### config.mk
export PLATFORM = sky130hd
export DESIGN_NAME = instr_encoder
export DESIGN_NICKNAME = d
export VERILOG_FILES = /design/src/rtl/isa_pkg.sv /design/src/rtl/instr_fifo.sv /design/src/rtl/instr_encoder.sv
export SDC_FILE = /design/constraint.sdc
export NUM_CORES = 1
export LEC_CHECK = 0
export ABC_AREA = 1
export BUFFER_PORTS_ARGS = -buffer_cell sky130_fd_sc_hd__buf_2
export CORE_ASPECT_RATIO = 0.75
export CORE_MARGIN = 1.5
export CORE_UTILIZATION = 35
export CTS_BUF_LIST = sky130_fd_sc_hd__clkbuf_16
export CTS_CLUSTER_DIAMETER = 100
export DETAILED_ROUTE_END_ITERATION = 10
export HOLD_SLACK_MARGIN = 0.08
export PLACE_DENSITY = 0.65
export SYNTH_ARGS = -nofsm -noshare
export SYNTH_HDL_FRONTEND = slang
export SYNTH_SLANG_ARGS = --single-unit
### constraint.sdc
create_clock -name clock -period 5.65 [get_ports clock]
set_input_delay 0.2825 -clock clock [delete_from_list [all_inputs] [get_ports clock]]
set_output_delay 0.2825 -clock clock [all_outputs]
set_load 0.005 [all_outputs]
### src/rtl/isa_pkg.sv
// rtl/isa_pkg.sv - ISA op enum, opcodes, field positions and encoder helpers shared with the processor decoder
package isa_pkg;

    typedef enum logic [3:0] {
        OP_R    = 4'd0,
        OP_J    = 4'd1,
        OP_BNE  = 4'd2,
        OP_JAL  = 4'd3,
        OP_JR   = 4'd4,
        OP_ADDI = 4'd5,
        OP_BLT  = 4'd6,
        OP_SW   = 4'd7,
        OP_LW   = 4'd8,
        OP_SETX = 4'd9,
        OP_BEX  = 4'd10
    } op_t;

    localparam logic [4:0] OPC_R    = 5'b00000;
    localparam logic [4:0] OPC_J    = 5'b00001;
    localparam logic [4:0] OPC_BNE  = 5'b00010;
    localparam logic [4:0] OPC_JAL  = 5'b00011;
    localparam logic [4:0] OPC_JR   = 5'b00100;
    localparam logic [4:0] OPC_ADDI = 5'b00101;
    localparam logic [4:0] OPC_BLT  = 5'b00110;
    localparam logic [4:0] OPC_SW   = 5'b00111;
    localparam logic [4:0] OPC_LW   = 5'b01000;
    localparam logic [4:0] OPC_SETX = 5'b10101;
    localparam logic [4:0] OPC_BEX  = 5'b10110;

    localparam int OPC_LSB   = 27;
    localparam int RD_LSB    = 22;
    localparam int RS_LSB    = 17;
    localparam int RT_LSB    = 12;
    localparam int SHAMT_LSB = 7;
    localparam int ALUOP_LSB = 2;
    localparam int IMM_LSB   = 0;
    localparam int TGT_LSB   = 0;

    typedef enum logic [1:0] {
        ST_IDLE   = 2'd0,
        ST_ACTIVE = 2'd1,
        ST_DRAIN  = 2'd2,
        ST_DONE   = 2'd3
    } state_t;

    typedef struct packed {
        logic [3:0]  op;
        logic [4:0]  rd;
        logic [4:0]  rs;
        logic [4:0]  rt;
        logic [4:0]  shamt;
        logic [4:0]  aluop;
        logic [16:0] imm;
        logic [26:0] target;
    } enc_req_t;

    function automatic logic op_legal(logic [3:0] op);
        return op <= 4'd10;
    endfunction

    function automatic logic [4:0] opcode_of(logic [3:0] op);
        logic [4:0] opc;
        case (op)
            OP_R:    opc = OPC_R;
            OP_J:    opc = OPC_J;
            OP_BNE:  opc = OPC_BNE;
            OP_JAL:  opc = OPC_JAL;
            OP_JR:   opc = OPC_JR;
            OP_ADDI: opc = OPC_ADDI;
            OP_BLT:  opc = OPC_BLT;
            OP_SW:   opc = OPC_SW;
            OP_LW:   opc = OPC_LW;
            OP_SETX: opc = OPC_SETX;
            OP_BEX:  opc = OPC_BEX;
            default: opc = 5'b00000;
        endcase
        return opc;
    endfunction

    // Fields not belonging to the op's format are left zero in the word.
    function automatic logic [31:0] encode(enc_req_t r);
        logic [31:0] w;
        w = '0;
        w[OPC_LSB +: 5] = opcode_of(r.op);
        case (r.op)
            OP_R: begin
                w[RD_LSB +: 5]    = r.rd;
                w[RS_LSB +: 5]    = r.rs;
                w[RT_LSB +: 5]    = r.rt;
                w[SHAMT_LSB +: 5] = r.shamt;
                w[ALUOP_LSB +: 5] = r.aluop;
            end
            OP_ADDI, OP_SW, OP_LW, OP_BNE, OP_BLT: begin
                w[RD_LSB +: 5]   = r.rd;
                w[RS_LSB +: 5]   = r.rs;
                w[IMM_LSB +: 17] = r.imm;
            end
            OP_J, OP_JAL, OP_SETX, OP_BEX: begin
                w[TGT_LSB +: 27] = r.target;
            end
            OP_JR: begin
                w[RD_LSB +: 5] = r.rd;
            end
            default: w = '0;
        endcase
        return w;
    endfunction

endpackage

### src/rtl/instr_fifo.sv
// rtl/instr_fifo.sv - encoded-word FIFO; push ignored when full, pop ignored when empty
module instr_fifo #(
    parameter int DEPTH = 4,
    parameter int WIDTH = 32
) (
    input  logic                     clock,
    input  logic                     reset,
    input  logic                     push,
    input  logic [WIDTH-1:0]         push_data,
    input  logic                     pop,
    output logic [WIDTH-1:0]         head,
    output logic                     full,
    output logic                     empty,
    output logic [$clog2(DEPTH):0]   count
);

    localparam int PTR_W = $clog2(DEPTH);
    localparam int CNT_W = PTR_W + 1;

    logic [WIDTH-1:0] mem [DEPTH];
    logic [PTR_W-1:0] wr_ptr;
    logic [PTR_W-1:0] rd_ptr;
    logic             do_push;
    logic             do_pop;

    assign full    = (count == CNT_W'(DEPTH));
    assign empty   = (count == '0);
    assign do_push = push & ~full;
    assign do_pop  = pop & ~empty;
    assign head    = mem[rd_ptr];

    always_ff @(posedge clock) begin
        if (reset) begin
            wr_ptr <= '0;
            rd_ptr <= '0;
            count  <= '0;
        end else begin
            if (do_push) begin
                wr_ptr <= wr_ptr + PTR_W'(1);
            end
            if (do_pop) begin
                rd_ptr <= rd_ptr + PTR_W'(1);
            end
            case ({do_push, do_pop})
                2'b10:   count <= count + CNT_W'(1);
                2'b01:   count <= count - CNT_W'(1);
                default: count <= count;
            endcase
        end
    end

    // Storage needs no reset; the pointers define what is valid.
    always_ff @(posedge clock) begin
        if (do_push) begin
            mem[wr_ptr] <= push_data;
        end
    end

endmodule

### src/rtl/instr_encoder.sv
// rtl/instr_encoder.sv - encodes instruction requests and streams the words into instruction memory
module instr_encoder
    import isa_pkg::*;
#(
    parameter int DEPTH  = 4,
    parameter int ADDR_W = 12
) (
    input  logic              clock,
    input  logic              reset,
    input  logic              req_valid,
    output logic              req_ready,
    input  logic [3:0]        req_op,
    input  logic [4:0]        req_rd,
    input  logic [4:0]        req_rs,
    input  logic [4:0]        req_rt,
    input  logic [4:0]        req_shamt,
    input  logic [4:0]        req_aluop,
    input  logic [16:0]       req_imm,
    input  logic [26:0]       req_target,
    input  logic              load_base,
    input  logic [ADDR_W-1:0] base_addr,
    input  logic              flush,
    input  logic              imem_busy,
    output logic              imem_we,
    output logic [ADDR_W-1:0] imem_addr,
    output logic [31:0]       imem_data,
    output logic              done,
    output logic              err_illegal,
    output logic              addr_wrap
);

    localparam int CNT_W = $clog2(DEPTH) + 1;

    state_t            state;
    state_t            state_next;
    enc_req_t          req;
    logic [31:0]       word;
    logic [31:0]       head;
    logic [CNT_W-1:0]  count;
    logic [ADDR_W-1:0] addr;
    logic              full;
    logic              empty;
    logic              accept;
    logic              legal;
    logic              push;
    logic              pop;
    logic              next_empty;

    assign req = '{op: req_op, rd: req_rd, rs: req_rs, rt: req_rt, shamt: req_shamt,
                   aluop: req_aluop, imm: req_imm, target: req_target};
    assign word  = encode(req);
    assign legal = op_legal(req_op);

    assign req_ready = ~full && (state != ST_DRAIN);
    assign accept    = req_valid && req_ready;
    assign push      = accept && legal;
    assign imem_we   = ~empty && ~imem_busy;
    assign pop       = imem_we;
    assign imem_data = head;
    assign imem_addr = addr;
    assign done      = (state == ST_DONE);

    // Occupancy after this edge, so DONE follows the last write directly.
    assign next_empty = ~push && (empty || (count == CNT_W'(1) && pop));

    instr_fifo #(
        .DEPTH (DEPTH),
        .WIDTH (32)
    ) u_fifo (
        .clock     (clock),
        .reset     (reset),
        .push      (push),
        .push_data (word),
        .pop       (pop),
        .head      (head),
        .full      (full),
        .empty     (empty),
        .count     (count)
    );

    always_ff @(posedge clock) begin
        if (reset) begin
            addr        <= '0;
            err_illegal <= 1'b0;
            addr_wrap   <= 1'b0;
        end else begin
            if (load_base) begin
                addr <= base_addr;
            end else if (imem_we) begin
                addr <= addr + ADDR_W'(1);
                if (&addr) begin
                    addr_wrap <= 1'b1;
                end
            end
            if (accept && !legal) begin
                err_illegal <= 1'b1;
            end
        end
    end

    always_ff @(posedge clock) begin
        if (reset) begin
            state <= ST_IDLE;
        end else begin
            state <= state_next;
        end
    end

    always_comb begin
        state_next = state;
        unique case (state)
            ST_IDLE: begin
                if (flush) begin
                    state_next = ST_DRAIN;
                end else if (!next_empty) begin
                    state_next = ST_ACTIVE;
                end
            end
            ST_ACTIVE: begin
                if (flush) begin
                    state_next = ST_DRAIN;
                end else if (next_empty) begin
                    state_next = ST_IDLE;
                end
            end
            ST_DRAIN: begin
                if (next_empty) begin
                    state_next = ST_DONE;
                end
            end
            ST_DONE:  state_next = ST_IDLE;
            default:  state_next = ST_IDLE;
        endcase
    end

endmodule

==> flow_summary.json, run 1 <==
{
  "floorplan.initialDensity": 0.355,
  "synthesis.area_um2": 6820,
  "rsz0062_at_grt": "no",
  "ir_drop_mv": 0.168,
  "post_cts_buffers": 0,
  "synth-seq-cells": 153,
  "place.gp.congestion": 0.773,
  "via_per_inst": 4.84,
  "hold_class": "in2reg",
  "critPathRequiredTime_ps": 5370,
  "dieArea_um2": 20400,
  "fin_crit_sh": 0.563,
  "power.density_nw_per_um2": 377,
  "max_slew_margin": 0.268,
  "layout.cells.most_common": "buf_2",
  "setup_viol": 0,
  "slew_viol_final": 0,
  "antenna_found_initial": 0,
  "synthCells": 665,
  "synth_edf_count": 128,
  "rows": 44,
  "synth_nets": 770,
  "die_w_um": 164,
  "period_minus_slack_ps": 3180,
  "fmax_mhz": 315,
  "wire_per_inst_um": 15.3,
  "ys.warnings.count": 0,
  "postSynth.asyncResetShare": 0,
  "syn_to_final_growth_pct": 21.7,
  "finalPower_uw": 3130,
  "yosysSeqAreaShare": 0.637,
  "drt_first_pass_iters": 5,
  "clk_latency_ps": 420,
  "coreArea_um2": 19200,
  "cts_tree": "yes",
  "ctsHoldBuffers": 0,
  "drc": 0,
  "io_buffers": 139,
  "drv_cap": 0,
  "overflow": 0,
  "avgSynthCellArea_um2": 10.3,
  "post-dp-hpwl_mm": 10.2,
  "clock_sinks": 153,
  "worst_pin_slew_ps": 1100,
  "drt_iter0_drc": 356,
  "path_class": "reg2out",
  "die_y_um": 124,
  "vias": 5135,
  "mostFrequentLayoutCells": "139 x buf_2, 128 x nand2_1, 128 x edfxtp_1",
  "status": "finished, final reports clean",
  "holdWs_ps": 123,
  "crit_path_end_kind": "output port",
  "grt_pass1_vias": 4519,
  "start_kind": "flop",
  "fin_skew_ps": 10.6,
  "synthFlopType": "edfxtp_1",
  "fin_util": 0.432,
  "hold_viol_final": 0,
  "layout-drive-gt1-share": 0.244,
  "grtUsageMet1": 0.224,
  "ant_nets": 0,
  "root_buffer": "clkbuf_16",
  "yosysTopAreaCell": "edfxtp_1",
  "crit_arrival_ps": 2900,
  "totalWireLength_mm": 16.2,
  "cts_max_path_buffers": 2,
  "ys_top_cells_by_area": "edfxtp_1 56%, dfxtp_1 7.3%, nand2_1 7.0%",
  "htreeDepth": 4,
  "grt_usage": 0.161,
  "grt_use_met3": 0.0303,
  "fin_setup_tns_ps": 0,
  "grt_pass1_wl_mm": 24.4,
  "grt_max_degree": 66,
  "clk_pin_slew_ps": 70,
  "io-pin-count": 140,
  "diodes": 0,
  "cts.repair.resized": 0,
  "grt_use_met2": 0.243,
  "synth_top_area_frac": 0.563,
  "final_nets": 900,
  "critPathMaxFanout": 33,
  "leakagePower_uw": 0.00333,
  "synth.distinct_cells": 31,
  "grt.busiest_layer": "met2",
  "cts_buffers": 17
}
==> Yosys cell counts, types with 6 or more instances <==
library cell,n
dfxtp_1,25
a21oi_1,20
edfxtp_1,128
nand3_1,32
o21ai_0,77
ha_1,14
buf_2,6
o22ai_1,33
clkbuf_1,18
nand2_1,128
o21ai_1,6
inv_1,50
nor2_1,87
==> cell families after synthesis <==
logic type / count (synthesis) / synth area share
XOR/XNOR: 3 / 0.00385
AO/OA/AOI/OAI: 151 / 0.124
AND/OR/NAND/NOR: 259 / 0.157
adder cells (fa/ha/maj): 14 / 0.0257
flip-flops: 153 / 0.637
buffers and inverters: 85 / 0.0530
==> worst max-delay path, cell delays in order, from the launching register on <==
cell and delay [ps]:
dfxtp_1 1020, inv_1 830, o21ai_0 350, o22ai_1 120, buf_2 150
==> sequential cells by signal, summed over array words and instances, names as in the netlist, named ones only <==
name	cells
addr_wrap	1
u_fifo.mem	128
u_fifo.count	3
state	2
err_illegal	1
u_fifo.wr_ptr	2
imem_addr	12
u_fifo.rd_ptr	2
==> path summary, 6_finish.rpt <==
check	from	to	slack (ps)	cells past startpoint
setup / recovery	flop	imem_data[11]	2470	4
hold / removal	base_addr[2]	imem_addr[2]	120	3
setup reg to reg	u_fifo.count[0]	u_fifo.mem[3][6]	3130	7
hold reg to reg	addr_wrap	addr_wrap	470	2
==> metal layers <==
layer	share of wire	vias up
met1	0.47	2397
met3	0.055	17
li1	-	2564
met4	0.017	0
met2	0.46	157
met5	0	-
==> power by group <==
| part | total (µW) | switching, µW | internal (µW) |
|---|---|---|---|
| Combinational | 663 | 429 | 235 |
| Sequential | 1360 | 39.2 | 1320 |
| Clock | 1110 | 460 | 651 |
| Total | 3130 | 928 | 2200 |
==> area by class of cell <==
cell class / instances / area [µm²]
fillers: 1832 / 10900
flip-flops and latches: 153 / 4350
multi-input cells: 427 / 2150
repair buffers: 141 / 711
clock buffers: 17 / 425
well taps: 253 / 317
inverters: 55 / 206
clock inverters: 14 / 148
==> through the flow <==
stage / instances / cell area, µm² / setup WS [ps]
2_1_floorplan: 665 / 6820 / 2830
3_3_place_gp: 1029 / 7730 / 2940
3_5_place_dp: 1029 / 7730 / 2890
4_1_cts: 1060 / 8300 / 2440
5_1_grt: 1060 / 8300 / 2180
6_report: 1060 / 8300 / 2470
Note: power is estimated with default switching activity, not from simulation.
==> run 2: changes to the inputs <==
Clock period 5.65 ns to 3.07 ns, I/O delays scaled along.
==> run 2 against run 1 <==
Compared with the run above:
- clock skew is essentially flat
- combinational power grew 93%
- worst hold slack lost 26 ps
- global-route usage grew 0.065 points
- critical endpoint is now imem_data[0]
- worst setup slack lost 1700 ps
- sequential power grew 82%
- largest cell class unchanged
- clock power grew 87%
- wire length is essentially flat
- critical path type unchanged
==> flow_summary.json, run 2 (same netlist as run 1, synthesis figures left out) <==
{
  "floorplan.initialDensity": 0.355,
  "p_sw_uw": 1740,
  "clk_latency_ps": 420,
  "cts.repair.resized": 0,
  "reg2reg_slack_ps": 790,
  "crit_arrival_ps": 2190,
  "layout-drive-gt1-share": 0.247,
  "mostFrequentLayoutCells": "139 x buf_2, 128 x nand2_1, 128 x edfxtp_1",
  "max_slew_margin": 0.311,
  "setup_viol": 0,
  "reg2reg_to": "u_fifo.mem[0][8]",
  "leakagePower_uw": 0.00342,
  "die_y_um": 124,
  "diodes": 0,
  "pwr-share-comb": 0.219,
  "coreArea_um2": 19200,
  "regMostFlops": "u_fifo.mem",
  "root_buffer": "clkbuf_16",
  "syn_to_final_growth_pct": 24.3,
  "io_buffers": 139,
  "grt_pass1_vias": 4709,
  "fillCellCount": 1811,
  "start_kind": "flop",
  "htreeDepth": 4,
  "largest_reg_flops": 128,
  "finalNonFillerCells": 1075,
  "clk_pin_slew_ps": 70,
  "antenna_found_initial": 0,
  "fmax_mhz": 427,
  "cts_tree": "yes",
  "grt_max_degree": 65,
  "dieArea_um2": 20400,
  "clock_sinks": 153,
  "p_int_uw": 4100,
  "grt_pass1_wl_mm": 24.7,
  "critPathRequiredTime_ps": 2920,
  "status": "finished, final reports clean",
  "ant_nets": 0,
  "path_class": "reg2out",
  "wire_per_inst_um": 15.1,
  "fin_skew_ps": 10.8,
  "drc": 0,
  "cp-endpoint": "imem_data[0]",
  "drt_iter0_drc": 361,
  "totalWireLength_mm": 16.2,
  "fin_setup_tns_ps": 0,
  "die_w_um": 164,
  "place.gp.congestion": 0.818,
  "cts_max_path_buffers": 2,
  "fin_crit_sh": 0.763,
  "slew_viol_final": 0,
  "reg2reg_from": "u_fifo.count[0]",
  "worst_pin_slew_ps": 1030,
  "power.density_nw_per_um2": 688,
  "p_clk_frac": 0.356,
  "dp.cells": 1035,
  "rows": 44,
  "crit_path_end_kind": "output port",
  "vias": 5105,
  "critPathMaxFanout": 32,
  "layout.cells.most_common": "buf_2",
  "hold_viol_final": 0,
  "ir_drop_mv": 0.405,
  "post-dp-hpwl_mm": 10.5,
  "grt_usage": 0.162,
  "io-pin-count": 140,
  "netSwitchingFraction": 0.298,
  "drt_first_pass_iters": 5,
  "drv_cap": 0,
  "rsz0062_at_grt": "no",
  "ff2ff_path_depth": 8,
  "overflow": 0,
  "cts_buffers": 17,
  "pwr-share-seq": 0.425,
  "hold_class": "in2reg",
  "final_nets": 914,
  "period_minus_slack_ps": 2340,
  "via_per_inst": 4.75
}
==> run 2: per-stage QoR <==
stage | instance area (µm²) | total power, µW | setup WS, ps | utilization | hold WS [ps]
2_1_floorplan | 6820 | 3270 | 250 | - | 305
3_3_place_gp | 7810 | 3800 | 826 | 0.407 | 430
3_5_place_dp | 7810 | 3820 | 792 | 0.407 | 432
4_1_cts | 8480 | 5900 | 669 | 0.441 | 80.1
5_1_grt | 8480 | 6150 | 516 | 0.441 | 96.4
6_report | 8480 | 5840 | 728 | 0.441 | 97.3
==> run 2: layout make-up <==
cell class                 instances  area [µm²]  share of cell area
inverter                          55         206              0.0243
multi-input combinational        427        2150               0.254
clock buffer                      17         425              0.0502
timing repair buffer             155         873               0.103
tap                              253         317              0.0373
clock inverter                    15         164              0.0193
sequential                       153        4350               0.512
==> run 2: critical path, stage by stage, from the launching register on <==
cell     delay [ps]
dfxtp_1         310
inv_1           740
o21ai_0         240
o22ai_1         310
buf_2           180
==> run 2: worst min-delay path by stage <==
| stage | slack [ps] | end | cells after the start | startpoint |
|---|---|---|---|---|
| after detailed placement | 430 | imem_addr[2] | 3 | base_addr[2] |
| after global routing | 100 | imem_addr[3] | 2 | reset |
| after floorplan | 310 | state[1] | 2 | flush |
| after CTS | 80 | u_fifo.mem[3][12] | 3 | req_imm[12] |
| final | 100 | imem_addr[7] | 5 | base_addr[7] |
| after global placement | 430 | imem_addr[2] | 3 | base_addr[2] |
==> run 2: power groups by stage <==
stage | sequential, µW | clock, µW | combinational [µW]
after floorplan | 2520 | 0 | 755
after global placement | 2520 | 0 | 1270
after detailed placement | 2530 | 0 | 1290
after CTS | 2480 | 2120 | 1300
after global routing | 2500 | 2210 | 1450
final | 2480 | 2080 | 1280
==> run 2: metal layers <==
metal	GRT usage	up-vias	part of all wire
met5	0	-	0
met2	0.259	135	0.46
met1	0.220	2367	0.48
met3	0.0406	8	0.053
li1	-	2595	-
met4	0.0415	0	0.0077
==> run 2: what timing repair did <==
action                                 4_1_cts  5_1_grt
endpoints found under the hold margin        9        0
buffers inserted                             0        0
hold buffers                                 8        0
==> run 3: changes to the inputs <==
Settings changed: ABC_AREA 1 to 0.
Clock period 3.07 ns to 2.3 ns, I/O delays scaled along.
==> run 3 against run 2 <==
Compared with the run above:
- clock skew decreased by 3.8 ps
- power up 32%
- synthesized area is 4.2% lower
- worst hold slack about the same
- first-iteration DRC count fell by 29%
- register-to-register slack worse by 650 ps
- count of clock-buffer cells in the layout is the same
- final area is 0.35% lower
- critical endpoint is now imem_addr[9]
==> flow_summary.json, run 3 <==
{
  "antenna_found_initial": 0,
  "worst_pin_slew_ps": 965,
  "crit_path_end_kind": "flop",
  "ys.warnings.count": 0,
  "critical_path.max_stage_delay_ps": 490,
  "layout_setup_ws_ps": 137,
  "start_kind": "flop",
  "postSynth.asyncResetShare": 0,
  "drv_cap": 0,
  "synth_nets": 514,
  "crit_buf_inv": 1,
  "critPathRequiredTime_ps": 2610,
  "dpl_cell_area_um2": 7650,
  "layout.cells.most_common": "buf_2",
  "drt_first_pass_iters": 4,
  "die_y_um": 121,
  "grt_use_met2": 0.272,
  "overflow": 0,
  "ir_drop_mv": 0.489,
  "holdWs_ps": 96.9,
  "cts_max_path_buffers": 2,
  "ant_nets": 0,
  "cts.repair.resized": 0,
  "via_per_inst": 5.01,
  "post-dp-hpwl_mm": 9.67,
  "drc": 0,
  "path_class": "reg2reg",
  "rsz0062_at_grt": "no",
  "regMostFlops": "u_fifo.mem",
  "yosysSeqAreaShare": 0.664,
  "coreArea_um2": 18400,
  "synth_edf_count": 128,
  "reg2reg_from": "u_fifo.count[0]",
  "syn_to_final_growth_pct": 29.2,
  "fmax_mhz": 462,
  "hold_class": "in2reg",
  "final_nets": 690,
  "synthFlopType": "edfxtp_1",
  "rows": 43,
  "drt_iter0_drc": 258,
  "mostFrequentLayoutCells": "139 x buf_2, 128 x edfxtp_1, 32 x mux4_2",
  "fin_crit_sh": 0.940,
  "slew_viol_final": 0,
  "pre_cts_ws_ps": 162,
  "avgSynthCellArea_um2": 16.0,
  "synth.most_common_cell": "edfxtp_1",
  "fin_util": 0.459,
  "clk_latency_ps": 410,
  "grt_usage": 0.162,
  "wire_per_inst_um": 17.8,
  "post_cts_buffers": 0,
  "period_minus_slack_ps": 2160,
  "min-delay-start": "req_imm[2]",
  "synthCells": 409,
  "fin_setup_tns_ps": 0,
  "totalWireLength_mm": 15.0,
  "place.gp.congestion": 0.814,
  "grt_pass1_wl_mm": 23.4,
  "critPathMaxFanout": 5,
  "synth_top_area_frac": 0.588,
  "synth-seq-cells": 153,
  "ys_top_cells_by_area": "edfxtp_1 59%, mux4_2 11%, dfxtp_1 7.7%",
  "dieArea_um2": 19500,
  "diodes": 0,
  "synth.distinct_cells": 47,
  "fin_skew_ps": 7.01,
  "yosysTopAreaCell": "edfxtp_1",
  "grt_pass1_vias": 4371,
  "ctsHoldBuffers": 24,
  "clk_pin_slew_ps": 60,
  "power.density_nw_per_um2": 915,
  "die_w_um": 161,
  "cts_tree": "yes",
  "io_buffers": 139,
  "floorplan.initialDensity": 0.355,
  "cp_slowest_cell": "or4b_1",
  "hold_viol_final": 0,
  "final_cell_area_um2": 8450,
  "path_delay_family": "simple AND/OR/NAND/NOR gates",
  "htreeDepth": 4,
  "leakagePower_uw": 0.00313,
  "grt.busiest_layer": "met2",
  "io-pin-count": 140,
  "grtUsageMet1": 0.203,
  "max_slew_margin": 0.354,
  "largest_reg_flops": 128,
  "vias": 4217,
  "layout-drive-gt1-share": 0.376,
  "root_buffer": "clkbuf_16",
  "synthesis.area_um2": 6540,
  "path_cells": "inv_1 > ha_1 > nor2b_1 > or3_4 > or4b_1 > a311oi_1",
  "clock_sinks": 153,
  "ys_top_cells_by_count": "128 x edfxtp_1, 32 x mux4_2, 30 x nor2_1",
  "status": "finished, final reports clean",
  "grt_max_degree": 33,
  "startpoint": "u_fifo.count[0]",
  "setup_viol": 0,
  "cts_buffers": 17,
  "crit_arrival_ps": 2480,
  "grt_use_met3": 0.0355
}
-- run 3: stage by stage --
stage / cells / power, µW
2_1_floorplan: 409 / 4410
3_3_place_gp: 789 / 5070
3_5_place_dp: 789 / 5110
4_1_cts: 842 / 7830
5_1_grt: 842 / 8100
6_report: 842 / 7730
-- run 3: logic make-up after synthesis --
family / share of synthesized area
XOR/XNOR: 0.0134
flip-flops: 0.664
adder cells (fa/ha/maj): 0.0268
buffers and inverters: 0.0201
AND/OR/NAND/NOR: 0.0826
multiplexers: 0.113
AO/OA/AOI/OAI: 0.0794
-- run 3: path summary, 6_finish.rpt --
path	endpoint	slack, ps	depth (start not counted)
max reg2reg	imem_addr[9]	140	6
max	imem_addr[9]	140	6
min reg2reg	err_illegal	490	2
min	u_fifo.mem[3][2]	100	2
-- run 3: layout make-up --
| type | count | area (µm²) |
|---|---|---|
| Clock buffer | 17 | 425 |
| Clock inverter | 12 | 138 |
| Multi-Input combinational cell | 224 | 2070 |
| Fill cell | 1649 | 9950 |
| Sequential cell | 153 | 4350 |
| Timing Repair Buffer | 177 | 1120 |
| Tap cell | 247 | 309 |
| Inverter | 12 | 45.0 |
-- run 3: per-layer routing --
| metal | share of wire | up-vias | routed length, µm |
|---|---|---|---|
| met4 | 0.017 | 0 | 252 |
| met2 | 0.51 | 121 | 7600 |
| li1 | - | 1977 | - |
| met3 | 0.042 | 19 | 628 |
| met5 | 0 | - | 0 |
| met1 | 0.43 | 2100 | 6530 |
-- run 3: power breakdown --
group          switching, µW  total [µW]  internal, µW  leakage (µW)
clock                   1010        2670          1670      0.000282
combinational            791        1710           918       0.00146
sequential               128        3350          3220       0.00139
